$ cat config.mk
export PLATFORM = sky130hd
export DESIGN_NAME = serial_adder_flat
export DESIGN_NICKNAME = d
export VERILOG_FILES = /design/src/rtl/serial_adder_if.sv /design/src/rtl/serial_adder.sv /design/src/flat_wrapper.sv
export SDC_FILE = /design/constraint.sdc
export NUM_CORES = 1
export LEC_CHECK = 0
export BUFFER_PORTS_ARGS = -buffer_cell sky130_fd_sc_hd__buf_2
export CORE_MARGIN = 1
export CORE_UTILIZATION = 58
export CTS_BUF_LIST = sky130_fd_sc_hd__clkbuf_4 sky130_fd_sc_hd__clkbuf_8
export CTS_CLUSTER_DIAMETER = 30
export DETAILED_ROUTE_END_ITERATION = 10
export GPL_TIMING_DRIVEN = 0
export PLACE_DENSITY = 0.85
export SLEW_MARGIN = 10
export SYNTH_ARGS = -nofsm -noshare
export SYNTH_HDL_FRONTEND = slang
export SYNTH_SLANG_ARGS = --single-unit
$ cat constraint.sdc
create_clock -name clk -period 5.6 [get_ports clk]
set_input_delay 0 -clock clk [delete_from_list [all_inputs] [get_ports clk]]
set_output_delay 0 -clock clk [all_outputs]
set_load 0.005 [all_outputs]
$ cat src/rtl/serial_adder_if.sv
// Request/result bundle for the bit-serial adder.
// Master drives the operation, slave returns status and result.
interface serial_adder_if #(
  parameter int WIDTH = 8
);
  logic             start;
  logic             sub;
  logic [WIDTH-1:0] a;
  logic [WIDTH-1:0] b;
  logic             cin;
  logic             busy;
  logic             done;
  logic [WIDTH-1:0] sum;
  logic             cout;
  logic             ovf;

  modport master (
    output start, sub, a, b, cin,
    input  busy, done, sum, cout, ovf
  );

  modport slave (
    input  start, sub, a, b, cin,
    output busy, done, sum, cout, ovf
  );
endinterface

$ cat src/rtl/serial_adder.sv
// Bit-serial add/subtract: one full adder and a carry flop,
// one bit per clock, LSB first, WIDTH+2 cycles per operation.
module serial_adder #(
  parameter int WIDTH = 8
) (
  input  logic           clk,
  input  logic           rst_n,
  serial_adder_if.slave  io
);

  localparam int CW = (WIDTH > 1) ? $clog2(WIDTH) : 1;
  localparam logic [CW-1:0] LAST = CW'(WIDTH - 1);

  typedef enum logic [1:0] {
    IDLE = 2'd0,
    RUN  = 2'd1,
    DONE = 2'd2
  } state_t;

  state_t           state;
  logic [WIDTH-1:0] a_q;
  logic [WIDTH-1:0] b_q;
  logic             carry;
  logic [CW-1:0]    cnt;
  logic [WIDTH-1:0] sum_q;
  logic             cout_q;
  logic             ovf_q;
  logic             busy_q;
  logic             done_q;

  logic a_bit;
  logic b_bit;
  logic fa_s;
  logic fa_c;
  logic last_bit;

  always_comb begin
    a_bit    = a_q[cnt];
    b_bit    = b_q[cnt];
    fa_s     = a_bit ^ b_bit ^ carry;
    fa_c     = (a_bit & b_bit) | (a_bit & carry) | (b_bit & carry);
    last_bit = (cnt == LAST);
  end

  always_ff @(posedge clk or negedge rst_n) begin
    if (!rst_n) begin
      state  <= IDLE;
      a_q    <= '0;
      b_q    <= '0;
      carry  <= 1'b0;
      cnt    <= '0;
      sum_q  <= '0;
      cout_q <= 1'b0;
      ovf_q  <= 1'b0;
      busy_q <= 1'b0;
      done_q <= 1'b0;
    end else begin
      unique case (state)
        IDLE: begin
          if (io.start) begin
            a_q    <= io.a;
            // subtraction is a + ~b + 1: invert b, seed carry with 1
            b_q    <= io.sub ? ~io.b : io.b;
            carry  <= io.sub ? 1'b1 : io.cin;
            cnt    <= '0;
            sum_q  <= '0;
            busy_q <= 1'b1;
            state  <= RUN;
          end
        end
        RUN: begin
          sum_q[cnt] <= fa_s;
          carry      <= fa_c;
          if (last_bit) begin
            cout_q <= fa_c;
            ovf_q  <= (a_bit == b_bit) && (fa_s != a_bit);
            busy_q <= 1'b0;
            done_q <= 1'b1;
            state  <= DONE;
          end else begin
            cnt <= cnt + 1'b1;
          end
        end
        DONE: begin
          done_q <= 1'b0;
          state  <= IDLE;
        end
        default: begin
          busy_q <= 1'b0;
          done_q <= 1'b0;
          state  <= IDLE;
        end
      endcase
    end
  end

  assign io.busy = busy_q;
  assign io.done = done_q;
  assign io.sum  = sum_q;
  assign io.cout = cout_q;
  assign io.ovf  = ovf_q;

endmodule
$ cat src/flat_wrapper.sv
// flat-port wrapper written by rule: the top's interface ports become plain ports
module serial_adder_flat 
#(
  parameter int WIDTH = 8
)
  (clk, rst_n, io_start, io_sub, io_a, io_b, io_cin, io_busy, io_done, io_sum, io_cout, io_ovf);
  serial_adder_if #(.WIDTH(WIDTH)) io_i ();
  input  logic clk;
  input  logic rst_n;
  input wire logic [$bits(io_i.start)-1:0] io_start;
  input wire logic [$bits(io_i.sub)-1:0] io_sub;
  input wire logic [$bits(io_i.a)-1:0] io_a;
  input wire logic [$bits(io_i.b)-1:0] io_b;
  input wire logic [$bits(io_i.cin)-1:0] io_cin;
  output wire logic [$bits(io_i.busy)-1:0] io_busy;
  output wire logic [$bits(io_i.done)-1:0] io_done;
  output wire logic [$bits(io_i.sum)-1:0] io_sum;
  output wire logic [$bits(io_i.cout)-1:0] io_cout;
  output wire logic [$bits(io_i.ovf)-1:0] io_ovf;
  assign io_i.start = io_start;
  assign io_i.sub = io_sub;
  assign io_i.a = io_a;
  assign io_i.b = io_b;
  assign io_i.cin = io_cin;
  assign io_busy = io_i.busy;
  assign io_done = io_i.done;
  assign io_sum = io_i.sum;
  assign io_cout = io_i.cout;
  assign io_ovf = io_i.ovf;
  serial_adder #(.WIDTH(WIDTH)) u_core (.clk(clk), .rst_n(rst_n), .io(io_i));
endmodule
[Word-level counts from Yosys, hierarchy flattened]
Index checks and enable logic that the tools add are counted.
Word-level totals
  register bits: 34
  word-level logic and storage cells: 66
  bits of input ports: 21
  output and inout port bits: 12
Cells by class
  bitwise operators: 10
  order comparisons: 2
  equality and inequality tests: 8
  multiplexer cells: 24
  reductions and logical operators: 11
  add/sub/neg operators: 1
Operators with widths (number)
  8-bit two-way mux: 2
  8-bit case mux with 2 select lines: 1
  2-bit AND reduction: 5
  8-bit bitwise mux: 1
  1-bit two-way mux: 8
  8-bit inverter: 1
  1-bit binary-select mux with 3-bit select: 2
  3-bit two-way mux: 2
  3-bit case mux with 2 select lines: 1
  3-bit AND reduction: 2
  3-bit by 4-bit < comparator with 1-bit output, second input constant: 1
  2-bit two-way mux: 2
  2-bit inequality test, second input constant: 2
  1-bit case mux with 2 select lines: 2
  2-bit case mux with 2 select lines: 1
  3-bit by 1-bit adder with 3-bit output, second input constant: 1
  1-bit bitwise AND: 3
  1-bit demux with 3-bit select: 1
  3-bit == test, second input constant: 1
  3-bit by 1-bit >= comparator with 1-bit output, second input constant: 1
  1-bit case mux with 3 select lines: 1
  2-bit by 1-bit == test with 1-bit output, second input constant: 1
  2-bit == test, second input constant: 1
  1-bit logical AND: 2
  other kinds (8): 11

[Depth between registers and ports, before layout]
  depth after elaboration: 6
  mapped depth: 10

[Least setup slack after synthesis]
No wires, ideal clock.
  path kind: reg2reg
  from: register u_core.cnt[0]
  to: register u_core.ovf_q, in the netlist u_core.io.ovf
  data arrival time: 2.545 ns
  cell stages (with the launch flop): 11
  setup time: 0.066 ns
  setup slack: 2.990 ns
  path through: dfrtp_1 buf_6 mux2_4 mux4_2 nor2_1 inv_1 ha_1 and4bb_2 o311ai_0 mux2_1 nand2_1
On the way
  word-level cells in the longest chain between the ends: 6
Ends and longest elaborated chain
  start: declaration: line serial_adder.sv:24  | logic [CW-1:0] cnt;
  start signal: assignment: line serial_adder.sv:81  | cnt <= cnt + 1'b1;
  1-bit binary-select mux with 3-bit select, on equally long branches: line serial_adder.sv:38, serial_adder.sv:39
  1-bit two-way mux, on equally long branches: line serial_adder.sv:38, serial_adder.sv:39
  1-bit bitwise XOR (2 in a row): line serial_adder.sv:40  | fa_s = a_bit ^ b_bit ^ carry;
  1-bit inequality test: line serial_adder.sv:76  | ovf_q <= (a_bit == b_bit) && (fa_s != a_bit);
  1-bit logical AND: line serial_adder.sv:76
  end signal: assignment: line serial_adder.sv:76
  end: declaration: line serial_adder.sv:27  | logic ovf_q;
Several ways; a longest one is shown, not always the timed one. The select of a mux whose other input is x is not followed.
A chain may end at the register's enable or synchronous reset.

[Worst setup path in the final report]
Same ends and word-level chain as after synthesis.

==> impl_metrics.toml <==
[cells_and_area]
regArea_um2 = 851
final_nets = 257
syn_to_final_growth_pct = 27.0
drive_above_1_share_pct = 21.0
fillers = 165
multiInputGateArea_um2 = 797
utilization_pct = 79.0
antenna_cells = 0

[global_route]
grt_overflow = 0
grt_pass1_vias = 1448
grt_pass1_wl_mm = 6.04
antenna_found_initial = 0
grt_max_degree = 35
grt_use_total_pct = 25.5

[job]
maxCapViolations = 0

[timing]
skew_ns = 0.0114
hold_viol = 0
tightest_slew_ns = 0.752
min_period_over_period_pct = 50.6
max_slew_margin_pct = 49.9
fmax_ghz = 0.353
final.setup.tns_ns = 0
finalSetupViolations = 0
rsz0062_at_grt = "false"
min_period_ns = 2.83
slew_viol_final = 0
holdWs_ns = 0.237

[min_path]
min_path_type = "input pin to async pin"

[setup_path]
critPathKind = "register to register"
arrival_ns = 3.13
rrSetupSlack_ns = 2.77
cp.required_ns = 5.89
critPathCaptureType = "register"
worstPathMaxFanout = 10
cp-start-kind = "register"

[clock_network]
clock_latency_ns = 0.35
cts_setup_buffers = 0
clock_path_buffers = 2
clock_tree.root_cell = "clkbuf_4"
clk_pin_slew_ns = 0.11
ctsHoldBuffers = 19
cts_sinks = 34
cts-htree-levels = 2
cts_made_buffers = 5
cts_resized = 0
cts_tree = "yes"

[synthesis]
synth_top_area_cell = "dfrtp_1"
syn-num-nets = 200
synthCells = 175
synth.distinct_cells = 37
syn_area_um2 = 1730
synthArstFlopShare_pct = 100
yosysSeqAreaShare_pct = 49.1
synth.area.top_cells = "dfrtp_1 49%, nand2_1 10%, mux2i_1 4.6%"
synth_edf_count = 0
synth_top_area_share_pct = 49.1
yosys_warnings = 0
syn_avg_cell_area_um2 = 9.90
synth_flop_cell = "dfrtp_1"
ys_ff_latch = 34

[run_status]
outcome = "complete, no violations"

[placement]
place_congestion = 0.809
numPortBuffers = 31
dp_hpwl_mm = 2.47

[route]
wl_per_cell_um = 13.8
antenna_left = 0
drt_iter0_markers = 43
drc_errors = 0
firstDrtPassIters = 5
avgViaCountPerCell = 5.46
vias = 1442
routed_wl_mm = 3.64

[power]
p_leak_nw = 1.10
ir_drop_uv = 439
p_per_area_nw_per_um2 = 536

[die]
rows = 19
die_area_um2 = 3210
die-height_um = 56.6
initial_core_util_pct = 62.3
die_w_um = 56.6
core_um2 = 2780
io_pins = 33
cell families (layout without fill, tap and decap cells):
group | Yosys count | in the layout | synth area share (%)
flops | 34 | 34 | 49.1
compound gates | 25 | 25 | 8.82
buf+inv | 20 | 78 | 4.84
mux | 15 | 15 | 11.8
simple gates | 69 | 69 | 18.1
fa+ha+maj | 4 | 4 | 3.32
xor+xnor | 8 | 8 | 4.05
per-layer routing:
layer | global-route usage (%) | routed length [µm] | vias up
li1 | - | - | 697
met2 | 42.9 | 1870 | 43
met3 | 7.60 | 143 | 11
met1 | 30.4 | 1550 | 691
met5 | 0 | 0 | -
met4 | 10.8 | 81 | 0
flip-flops by register name, indices dropped and copies added, names as in the netlist:
name and count:
u_core.a_q 8, u_core.io.ovf 1, u_core.cnt 3, u_core.carry 1, u_core.io.busy 1, u_core.state 2, u_core.io.sum 8, u_core.io.done 1
u_core.b_q 8, u_core.io.cout 1
final timing paths:
path,startpoint,to,cells after the start
setup / recovery,u_core.cnt[0],u_core.io.ovf,10
hold / removal,rst_n,u_core.io.done,2
setup reg to reg,u_core.cnt[0],u_core.io.ovf,10
hold reg to reg,u_core.a_q[7],u_core.a_q[7],2
max in group asynchronous,rst_n,u_core.state[0],2
min in group clk,io_sub,u_core.b_q[1],3
Yosys cell counts (2+ instances only):
| cell | n |
|---|---|
| nor3b_1 | 2 |
| nand2_1 | 47 |
| a21oi_1 | 2 |
| xnor2_1 | 8 |
| dfrtp_1 | 34 |
| ha_1 | 3 |
| and2b_4 | 2 |
| clkbuf_1 | 8 |
| mux2_2 | 2 |
| nand3b_1 | 2 |
| mux4_1 | 2 |
| inv_1 | 9 |
| mux2i_1 | 8 |
| nor2_1 | 8 |
| o311ai_0 | 2 |
| o21ai_0 | 14 |
| nor2b_1 | 2 |
per-stage QoR:
stage	std cells	setup WS [ns]	instance area (µm²)	power (mW)
floorplan	175	2.99	1730	0.824
global placement	237	2.87	1930	0.951
detailed placement	237	2.79	1930	0.986
CTS	264	2.77	2200	1.18
global route	264	2.64	2200	1.28
finish	264	2.77	2200	1.18
report_power, final:
| group | internal (mW) | switching (mW) |
|---|---|---|
| clock | 0.0936 | 0.0878 |
| sequential | 0.355 | 0.0666 |
| combinational | 0.258 | 0.317 |
| total | 0.707 | 0.471 |
critical path, cell delays in order, from the launching register on:
cell and delay [ns]:
dfrtp_1 0.41, buf_6 0.17, mux2_4 0.30, mux4_2 0.49
nor2_1 0.20, inv_1 0.08, ha_1 0.30, and4bb_2 0.33
o311ai_0 0.14, mux2_1 0.32, nand2_1 0.06
cells in the final DEF (no fill, tap or decap), types with 5 or more instances in the layout:
cell           count
nand2_1           47
inv_1              9
clkbuf_1           8
dfrtp_1           34
xnor2_1            8
dlygate4sd3_1     19
clkbuf_4           5
nor2_1             8
o21ai_0           14
buf_2             32
mux2i_1            8
layout make-up:
cell class | instances | share of cell area (%)
Buffer | 11 | 2.28
Clock buffer | 5 | 1.71
Clock inverter | 3 | 2.05
Inverter | 9 | 1.54
Multi-Input combinational cell | 121 | 36.3
Sequential cell | 34 | 38.7
Tap cell | 31 | 1.76
Timing Repair Buffer | 50 | 15.7
Note: power is estimated with default switching activity, not from simulation.
